==> config.mk <==
export PLATFORM = sky130hd
export DESIGN_NAME = gpr_transfer_sequencer
export DESIGN_NICKNAME = d
export VERILOG_FILES = /design/src/rtl/gpr_transfer_sequencer.sv
export SDC_FILE = /design/constraint.sdc
export NUM_CORES = 1
export LEC_CHECK = 0
export ABC_AREA = 1
export CAP_MARGIN = 20
export CORE_MARGIN = 10
export CORE_UTILIZATION = 50
export DETAILED_ROUTE_END_ITERATION = 16
export PLACE_DENSITY_LB_ADDON = 0.08
export SLEW_MARGIN = 20
export SYNTH_ARGS = -nofsm -noshare
export SYNTH_HDL_FRONTEND = slang
export SYNTH_SLANG_ARGS = --single-unit
==> constraint.sdc <==
create_clock -name clk -period 2.4 [get_ports clk]
set_input_delay 0.48 -clock clk [delete_from_list [all_inputs] [get_ports clk]]
set_output_delay 0.48 -clock clk [all_outputs]
set_load 0.005 [all_outputs]
==> src/rtl/gpr_transfer_sequencer.sv <==
// Sequences register transfers for the four-register GPR group (A..D)
// that shares one main bus and the ALU LHS/RHS operand buses.
//
// Ports:
//   clk, rst_n        clock, async active-low reset
//   req_valid/ready   request handshake (ready only in IDLE, not stalled)
//   req_op            00 MOV, 01 ALU, 10 LDX, 11 STX
//   req_src_a/src_b   LHS/source and RHS register index
//   req_dst           destination register index
//   stall             holds DRIVE / ALU_WAIT
//   load              per-register load strobe
//   main/lhs/rhs_assert_n  per-register bus drive enables (active-low)
//   alu_oe, ext_oe    ALU / external source drives main bus
//   ext_capture       external sink latches main bus
//   done              pulse on a transaction's final cycle
module gpr_transfer_sequencer #(
  parameter int ALU_LATENCY = 1
) (
  input  logic       clk,
  input  logic       rst_n,
  input  logic       req_valid,
  output logic       req_ready,
  input  logic [1:0] req_op,
  input  logic [1:0] req_src_a,
  input  logic [1:0] req_src_b,
  input  logic [1:0] req_dst,
  input  logic       stall,
  output logic [3:0] load,
  output logic [3:0] main_assert_n,
  output logic [3:0] lhs_assert_n,
  output logic [3:0] rhs_assert_n,
  output logic       alu_oe,
  output logic       ext_oe,
  output logic       ext_capture,
  output logic       done
);

  if (ALU_LATENCY < 1 || ALU_LATENCY > 15) begin : g_bad_lat
    $error("ALU_LATENCY must be in 1..15");
  end

  localparam logic [1:0] OP_MOV = 2'b00;
  localparam logic [1:0] OP_ALU = 2'b01;
  localparam logic [1:0] OP_LDX = 2'b10;
  localparam logic [1:0] OP_STX = 2'b11;
  localparam logic [3:0] CNT_INIT = 4'(ALU_LATENCY - 1);

  typedef enum logic [1:0] {
    S_IDLE,
    S_DRIVE,
    S_ALU_WAIT,
    S_COMMIT
  } state_e;

  state_e     state_q, state_d;
  logic [3:0] cnt_q, cnt_d;
  logic [1:0] op_q, op_d;
  logic [1:0] src_a_q, src_a_d;
  logic [1:0] src_b_q, src_b_d;
  logic [1:0] dst_q, dst_d;

  logic [3:0] load_q, load_d;
  logic [3:0] main_q, main_d;
  logic [3:0] lhs_q, lhs_d;
  logic [3:0] rhs_q, rhs_d;
  logic       alu_oe_q, alu_oe_d;
  logic       ext_oe_q, ext_oe_d;
  logic       ext_cap_q, ext_cap_d;
  logic       done_q, done_d;

  logic accept;
  logic nop_done;

  assign req_ready = rst_n && (state_q == S_IDLE) && !stall;
  assign accept    = req_valid && req_ready;

  // Next state and captured request fields.
  always_comb begin
    state_d  = state_q;
    cnt_d    = cnt_q;
    op_d     = op_q;
    src_a_d  = src_a_q;
    src_b_d  = src_b_q;
    dst_d    = dst_q;
    nop_done = 1'b0;
    unique case (state_q)
      S_IDLE: begin
        if (accept) begin
          op_d    = req_op;
          src_a_d = req_src_a;
          src_b_d = req_src_b;
          dst_d   = req_dst;
          if (req_op == OP_ALU) begin
            state_d = S_ALU_WAIT;
            cnt_d   = CNT_INIT;
          end else if (req_op == OP_MOV &&
                       req_src_a == req_dst) begin
            nop_done = 1'b1;
          end else begin
            state_d = S_DRIVE;
          end
        end
      end
      S_DRIVE: begin
        if (!stall) state_d = S_COMMIT;
      end
      S_ALU_WAIT: begin
        if (!stall) begin
          if (cnt_q == 4'd0) state_d = S_COMMIT;
          else cnt_d = cnt_q - 4'd1;
        end
      end
      S_COMMIT: state_d = S_IDLE;
      default:  state_d = S_IDLE;
    endcase
  end

  // Outputs are decoded from the next state so they register
  // in step with the state they belong to.
  always_comb begin
    load_d    = 4'h0;
    main_d    = 4'hF;
    lhs_d     = 4'hF;
    rhs_d     = 4'hF;
    alu_oe_d  = 1'b0;
    ext_oe_d  = 1'b0;
    ext_cap_d = 1'b0;
    done_d    = nop_done;
    if (state_d != S_IDLE) begin
      unique case (op_d)
        OP_MOV, OP_STX: main_d = ~(4'h1 << src_a_d);
        OP_LDX:         ext_oe_d = 1'b1;
        OP_ALU: begin
          lhs_d = ~(4'h1 << src_a_d);
          rhs_d = ~(4'h1 << src_b_d);
        end
        default: ;
      endcase
    end
    if (state_d == S_COMMIT) begin
      done_d = 1'b1;
      if (op_d == OP_STX) ext_cap_d = 1'b1;
      else load_d = 4'h1 << dst_d;
      if (op_d == OP_ALU) alu_oe_d = 1'b1;
    end
  end

  always_ff @(posedge clk or negedge rst_n) begin
    if (!rst_n) begin
      state_q   <= S_IDLE;
      cnt_q     <= 4'd0;
      op_q      <= 2'd0;
      src_a_q   <= 2'd0;
      src_b_q   <= 2'd0;
      dst_q     <= 2'd0;
      load_q    <= 4'h0;
      main_q    <= 4'hF;
      lhs_q     <= 4'hF;
      rhs_q     <= 4'hF;
      alu_oe_q  <= 1'b0;
      ext_oe_q  <= 1'b0;
      ext_cap_q <= 1'b0;
      done_q    <= 1'b0;
    end else begin
      state_q   <= state_d;
      cnt_q     <= cnt_d;
      op_q      <= op_d;
      src_a_q   <= src_a_d;
      src_b_q   <= src_b_d;
      dst_q     <= dst_d;
      load_q    <= load_d;
      main_q    <= main_d;
      lhs_q     <= lhs_d;
      rhs_q     <= rhs_d;
      alu_oe_q  <= alu_oe_d;
      ext_oe_q  <= ext_oe_d;
      ext_cap_q <= ext_cap_d;
      done_q    <= done_d;
    end
  end

  assign load          = load_q;
  assign main_assert_n = main_q;
  assign lhs_assert_n  = lhs_q;
  assign rhs_assert_n  = rhs_q;
  assign alu_oe        = alu_oe_q;
  assign ext_oe        = ext_oe_q;
  assign ext_capture   = ext_cap_q;
  assign done          = done_q;

endmodule

==> Yosys cells after proc, flatten, opt, wreduce, memory -nomap -nowiden <==
Cells that the tools add are included.
{ "totals": {"ff_bits": 34, "in_bits": 12, "out_inout_bits": 21} }
{ "op_classes": {"addsub": 1, "n_eq_ne": 13, "shift": 3, "n_mux": 39, "bitwise_logic": 2, "reduce_logical": 13} }
{ "op_table": {"columns": ["op", "n"], "rows": [
  ["$mux 4", 12],
  ["$mux 2", 14],
  ["$shl 1x2->4 const A", 3],
  ["$mux 1", 11],
  ["$eq 2x2->1 const B", 5],
  ["$not 4->4", 2],
  ["$pmux 2 s4", 1],
  ["$pmux 4 s2", 1],
  ["$eq 2x1->1 const B", 3],
  ["$logic_not 2->1", 3],
  ["$ne 2x2->1 const B", 3],
  ["$reduce_and 5->1", 1],
  ["$logic_and 1x1->1", 4],
  ["$logic_not 4->1", 1],
  ["$reduce_bool 2->1", 2],
  ["$sub 4x1->4 const B", 1],
  ["$eq 2x2->1", 1],
  ["$ne 2x1->1 const B", 1],
  ["$reduce_or 2->1", 1],
  ["$logic_not 1->1", 1]
]} }

==> Logic depth before layout (Yosys ltp) <==
{ "logic_depth": {"ltp_word": 10, "depth_mapped": 12, "ltp_nobuf": 11} }

==> Worst setup path before layout <==
Ideal clock, no wire load.
{ "synth_path": {"path_type": "input port to flip-flop", "from": "in rst_n", "to": "reg alu_oe_q, in the netlist alu_oe", "setup_time_ps": 125, "arrival_ps": 1655, "setup_slack_ps": 620, "stages": 9, "cell_sequence": "inv_1 > nor2_2 > nand3_4 > buf_4 > o21ai_0 > inv_1 > ha_1 > inv_1 > nor2_1"} }
{ "synth_via": {"elab_chain_cells": 8, "word_cells_on_any_way": 11} }
{ "synth_rtl": {"columns": ["element", "line", "text"], "rows": [
  ["start: declaration", "20", "input logic rst_n,"],
  ["$logic_and 1x1->1 (2 in a row)", "74", "assign req_ready = rst_n && (state_q == S_IDLE) && !stall;"],
  ["$logic_and 1x1->1", "75", "assign accept = req_valid && req_ready;"],
  ["$mux 2", "88", "if (accept) begin"],
  ["$mux 2", "86", "unique case (state_q)"],
  ["net op_d[1]", "57", "logic [1:0] op_q, op_d;"],
  ["$eq 2x1->1", "144", "if (op_d == OP_ALU) alu_oe_d = 1'b1;"],
  ["$mux 1", "144", null],
  ["$mux 1", "140", "if (state_d == S_COMMIT) begin"],
  ["net alu_oe_d", "66", "logic alu_oe_q, alu_oe_d;"],
  ["end signal: assignment", "175", "alu_oe_q <= alu_oe_d;"],
  ["end: declaration", "66", null]
]} }
The timed path passes the listed nets, and every way through them passes these cells.
A chain may end at the register's enable or synchronous reset.

==> Worst setup path in the final report <==
{ "layout_path": {"from": "in rst_n", "to": "out req_ready"} }
{ "layout_via": {"elab_chain_cells": 2} }
{ "layout_rtl": {"columns": ["element", "line", "text"], "rows": [
  ["$logic_and 1x1->1 (2 in a row)", "74", null],
  ["end: declaration", "22", "output logic req_ready,"]
]} }
No other way between the ends.

==> results.json <==
{
  "status": "finished, final reports clean",
  "cts_htree_levels": 2,
  "area_growth_pct": 26.8,
  "synth_common_cells": "48 x nand2_1, 30 x inv_1, 27 x nor2_1, 22 x dfrtp_1, 12 x dfstp_2",
  "synth_ff_type": "dfrtp_1",
  "hold_viol": 0,
  "yosysWarningCount": 0,
  "fp.dieH_um": 77.0,
  "grt_pass1_vias": 1338,
  "synth_edf_count": 0,
  "switching_share": 0.388,
  "timing.final.crit_share": 0.930,
  "combPwrFrac": 0.462,
  "clock_latency_ns": 0.34,
  "cts_buffers": 5,
  "gp_congestion": 0.788,
  "synth_top_family_by_area": "simple AND/OR/NAND/NOR gates",
  "syn_area_per_cell_um2": 8.70,
  "stdcell_area_mm2": 0.00206,
  "vdd_drop_max_mv": 0.497,
  "relSlewSlack": 0.702,
  "async_reset_ff_frac": 1.00,
  "tritoncts": "built",
  "drv_slew": 0,
  "numPortBuffers": 32,
  "ctsHoldBuffers": 0,
  "yosys.area.top_type": "dfrtp_1",
  "grt_overflow_total": 0,
  "hold_class": "flip-flop to flip-flop",
  "synthSimpleGateAreaFrac": 0.262,
  "remaining_drc_errors": 0,
  "dr_total_vias": 1253,
  "power.leakage_nw": 1.00,
  "fillers": 276,
  "antenna_found_initial": 0,
  "ys_seq_area_frac": 0.532,
  "yosys.area_share.adder": 0.0385,
  "rsz0062_at_grt": "no",
  "crit_chain": "clkdlybuf4s50_1 > inv_1 > nor3_1 > clkdlybuf4s50_1",
  "n_antenna_cell": 0,
  "ant_nets": 0,
  "critPathBufInv": 3,
  "track_usage": 0.127,
  "tns_ns": 0,
  "power_frac_clock": 0.141,
  "die_w_um": 77.0,
  "cp_top_family": "buffers and inverters",
  "synth_area_mm2": 0.00163,
  "grt_max_degree": 35,
  "crit_start": "rst_n",
  "synth.distinct_cells": 24,
  "dieArea_mm2": 0.00593,
  "nets": 244,
  "io_pins": 33,
  "drv_cap": 0,
  "drive_gt1_frac": 0.180,
  "tightest_slew_ns": 0.443,
  "fin_crit_ns": 2.23,
  "critPathRequiredTime_ns": 1.92,
  "clockBufferDepth": 2,
  "syn-num-nets": 204,
  "r2r-start": "state_q[1]$_DFF_PN0_",
  "critPathLaunchType": "input port",
  "coreArea_mm2": 0.00308,
  "critPathKind": "input port to output port",
  "power.internal_w": 0.00140,
  "synth.ff_latch_count": 34,
  "synth_compound_area_frac": 0.0754,
  "cts_resized": 0,
  "critical_path.most_common_cell": "clkdlybuf4s50_1",
  "endpoint_kind": "output port",
  "drt-vias-per-instance": 4.61,
  "clock_tree.root_cell": "clkbuf_4",
  "cts_num_sinks": 34,
  "routedWlPerCell_um": 12.2,
  "setup_violations": 0,
  "synth_xor_area_frac": 0,
  "cp_max_fo": 2,
  "p_sw_w": 0.000888,
  "powerDensity_mw_per_mm2": 1110,
  "dr.pass1.iters": 4,
  "initial_core_util": 0.528,
  "placed_area_mm2": 0.00200,
  "ys_top_cells_by_area": "dfrtp_1 34%, dfstp_2 19%, nand2_1 11%",
  "cts_setup_buffers": 0,
  "row_count": 20,
  "drt-total-wl_um": 3330,
  "clk_pin_slew_ns": 0.09,
  "slowest_delay_ns": 0.54,
  "arrival_ns": 1.75,
  "slowest_stage": "clkdlybuf4s50_1",
  "synthMuxAreaShare": 0,
  "place_hpwl_um": 2610,
  "worstHoldStart": "cnt_q[1]$_DFFE_PN0P_",
  "yosysMostFrequentCell": "nand2_1",
  "p_seq_frac": 0.397,
  "fmax_ghz": 0.448,
  "syn_inst": 187,
  "synth_top_area_frac": 0.338,
  "dr.first_iter.drc_count": 63,
  "fin_skew_ns": 0.0113,
  "grt_pass1_wl_um": 6040
}
-- kinds of logic after synthesis --
logic type,count (synthesis)
AOI/OAI and AO/OA,18
DFF,34
and+or+nand+nor,95
buffers and inverters,35
adders and majority gates,5
-- final timing paths --
check / to / slack (ns) / cells past startpoint
max reg2reg: lhs_assert_n[1]$_DFF_PN1_ / 0.59 / 8
min in group asynchronous: alu_oe$_DFF_PN0_ / 0.58 / 2
max: req_ready / 0.17 / 4
min reg2reg: cnt_q[1]$_DFFE_PN0P_ / 0.52 / 2
min: cnt_q[1]$_DFFE_PN0P_ / 0.52 / 2
max in group asynchronous: main_assert_n[3]$_DFF_PN1_ / 1.49 / 2
-- cells in the final DEF (no fill, tap or decap), drive strengths merged --
cell	Yosys	final
nand2	50	50
clkdlybuf4s50	0	32
inv	32	32
nor2	31	31
dfrtp	22	22
o21ai	14	14
dfstp	12	12
nand3	7	7
clkbuf	0	7
ha	5	5
buf	3	4
a21oi	3	3
nand4	3	3
or2	2	2
o211ai	1	1
nor3	1	1
nand3b	1	1
clkinv	0	1
-- registers in the layout (all words and copies together), names as in the netlist --
| signal | flops |
|---|---|
| src_b_q | 2 |
| ext_capture | 1 |
| rhs_assert_n | 4 |
| done | 1 |
| dst_q | 2 |
| cnt_q | 4 |
| main_assert_n | 4 |
| alu_oe | 1 |
| ext_oe | 1 |
| state_q | 2 |
| lhs_assert_n | 4 |
| load | 4 |
| src_a_q | 2 |
| op_q | 2 |
-- power by group through the flow --
stage / registers (W) / clock network [W] / logic, W
floorplan: 0.000913 / 0 / 0.000697
global placement: 0.000906 / 0 / 0.00104
detailed placement: 0.000917 / 0 / 0.00107
CTS: 0.000908 / 0.000337 / 0.00107
global route: 0.000931 / 0.000366 / 0.00122
finish: 0.000906 / 0.000323 / 0.00106
-- tightest hold or removal path, cell delays in order, from the launching register on --
cell	delay, ns
dfrtp_1	0.37
nand2_1	0.06
o21ai_0	0.06
-- layer usage --
metal,wire (µm),vias up,GRT usage
li1,-,649,-
met1,1400,576,0.131
met2,1700,23,0.218
met3,189,5,0.0664
met4,47,0,0.0438
met5,0,-,0
-- metrics by stage --
stage          instances  hold slack [ns]  worst slack [ns]  total power [W]  utilization
2_1_floorplan        187            0.184             0.620          0.00161            -
3_5_place_dp         264            0.498            0.0527          0.00198        0.650
6_report             272            0.518             0.167          0.00229        0.670
3_3_place_gp         264            0.468             0.121          0.00194        0.650
4_1_cts              272            0.522             0.144          0.00232        0.670
5_1_grt              272            0.563            0.0863          0.00252        0.670
-- layout make-up --
class                   count  area [µm²]  area share
inverters                  32         120      0.0583
multi-input cells         118         611       0.296
clock buffers               7        55.1      0.0267
repair buffers             36         350       0.170
clock inverters             1        5.00     0.00243
flip-flops and latches     34         866       0.420
well taps                  44        55.1      0.0267
Note: power is estimated with default switching activity, not from simulation.
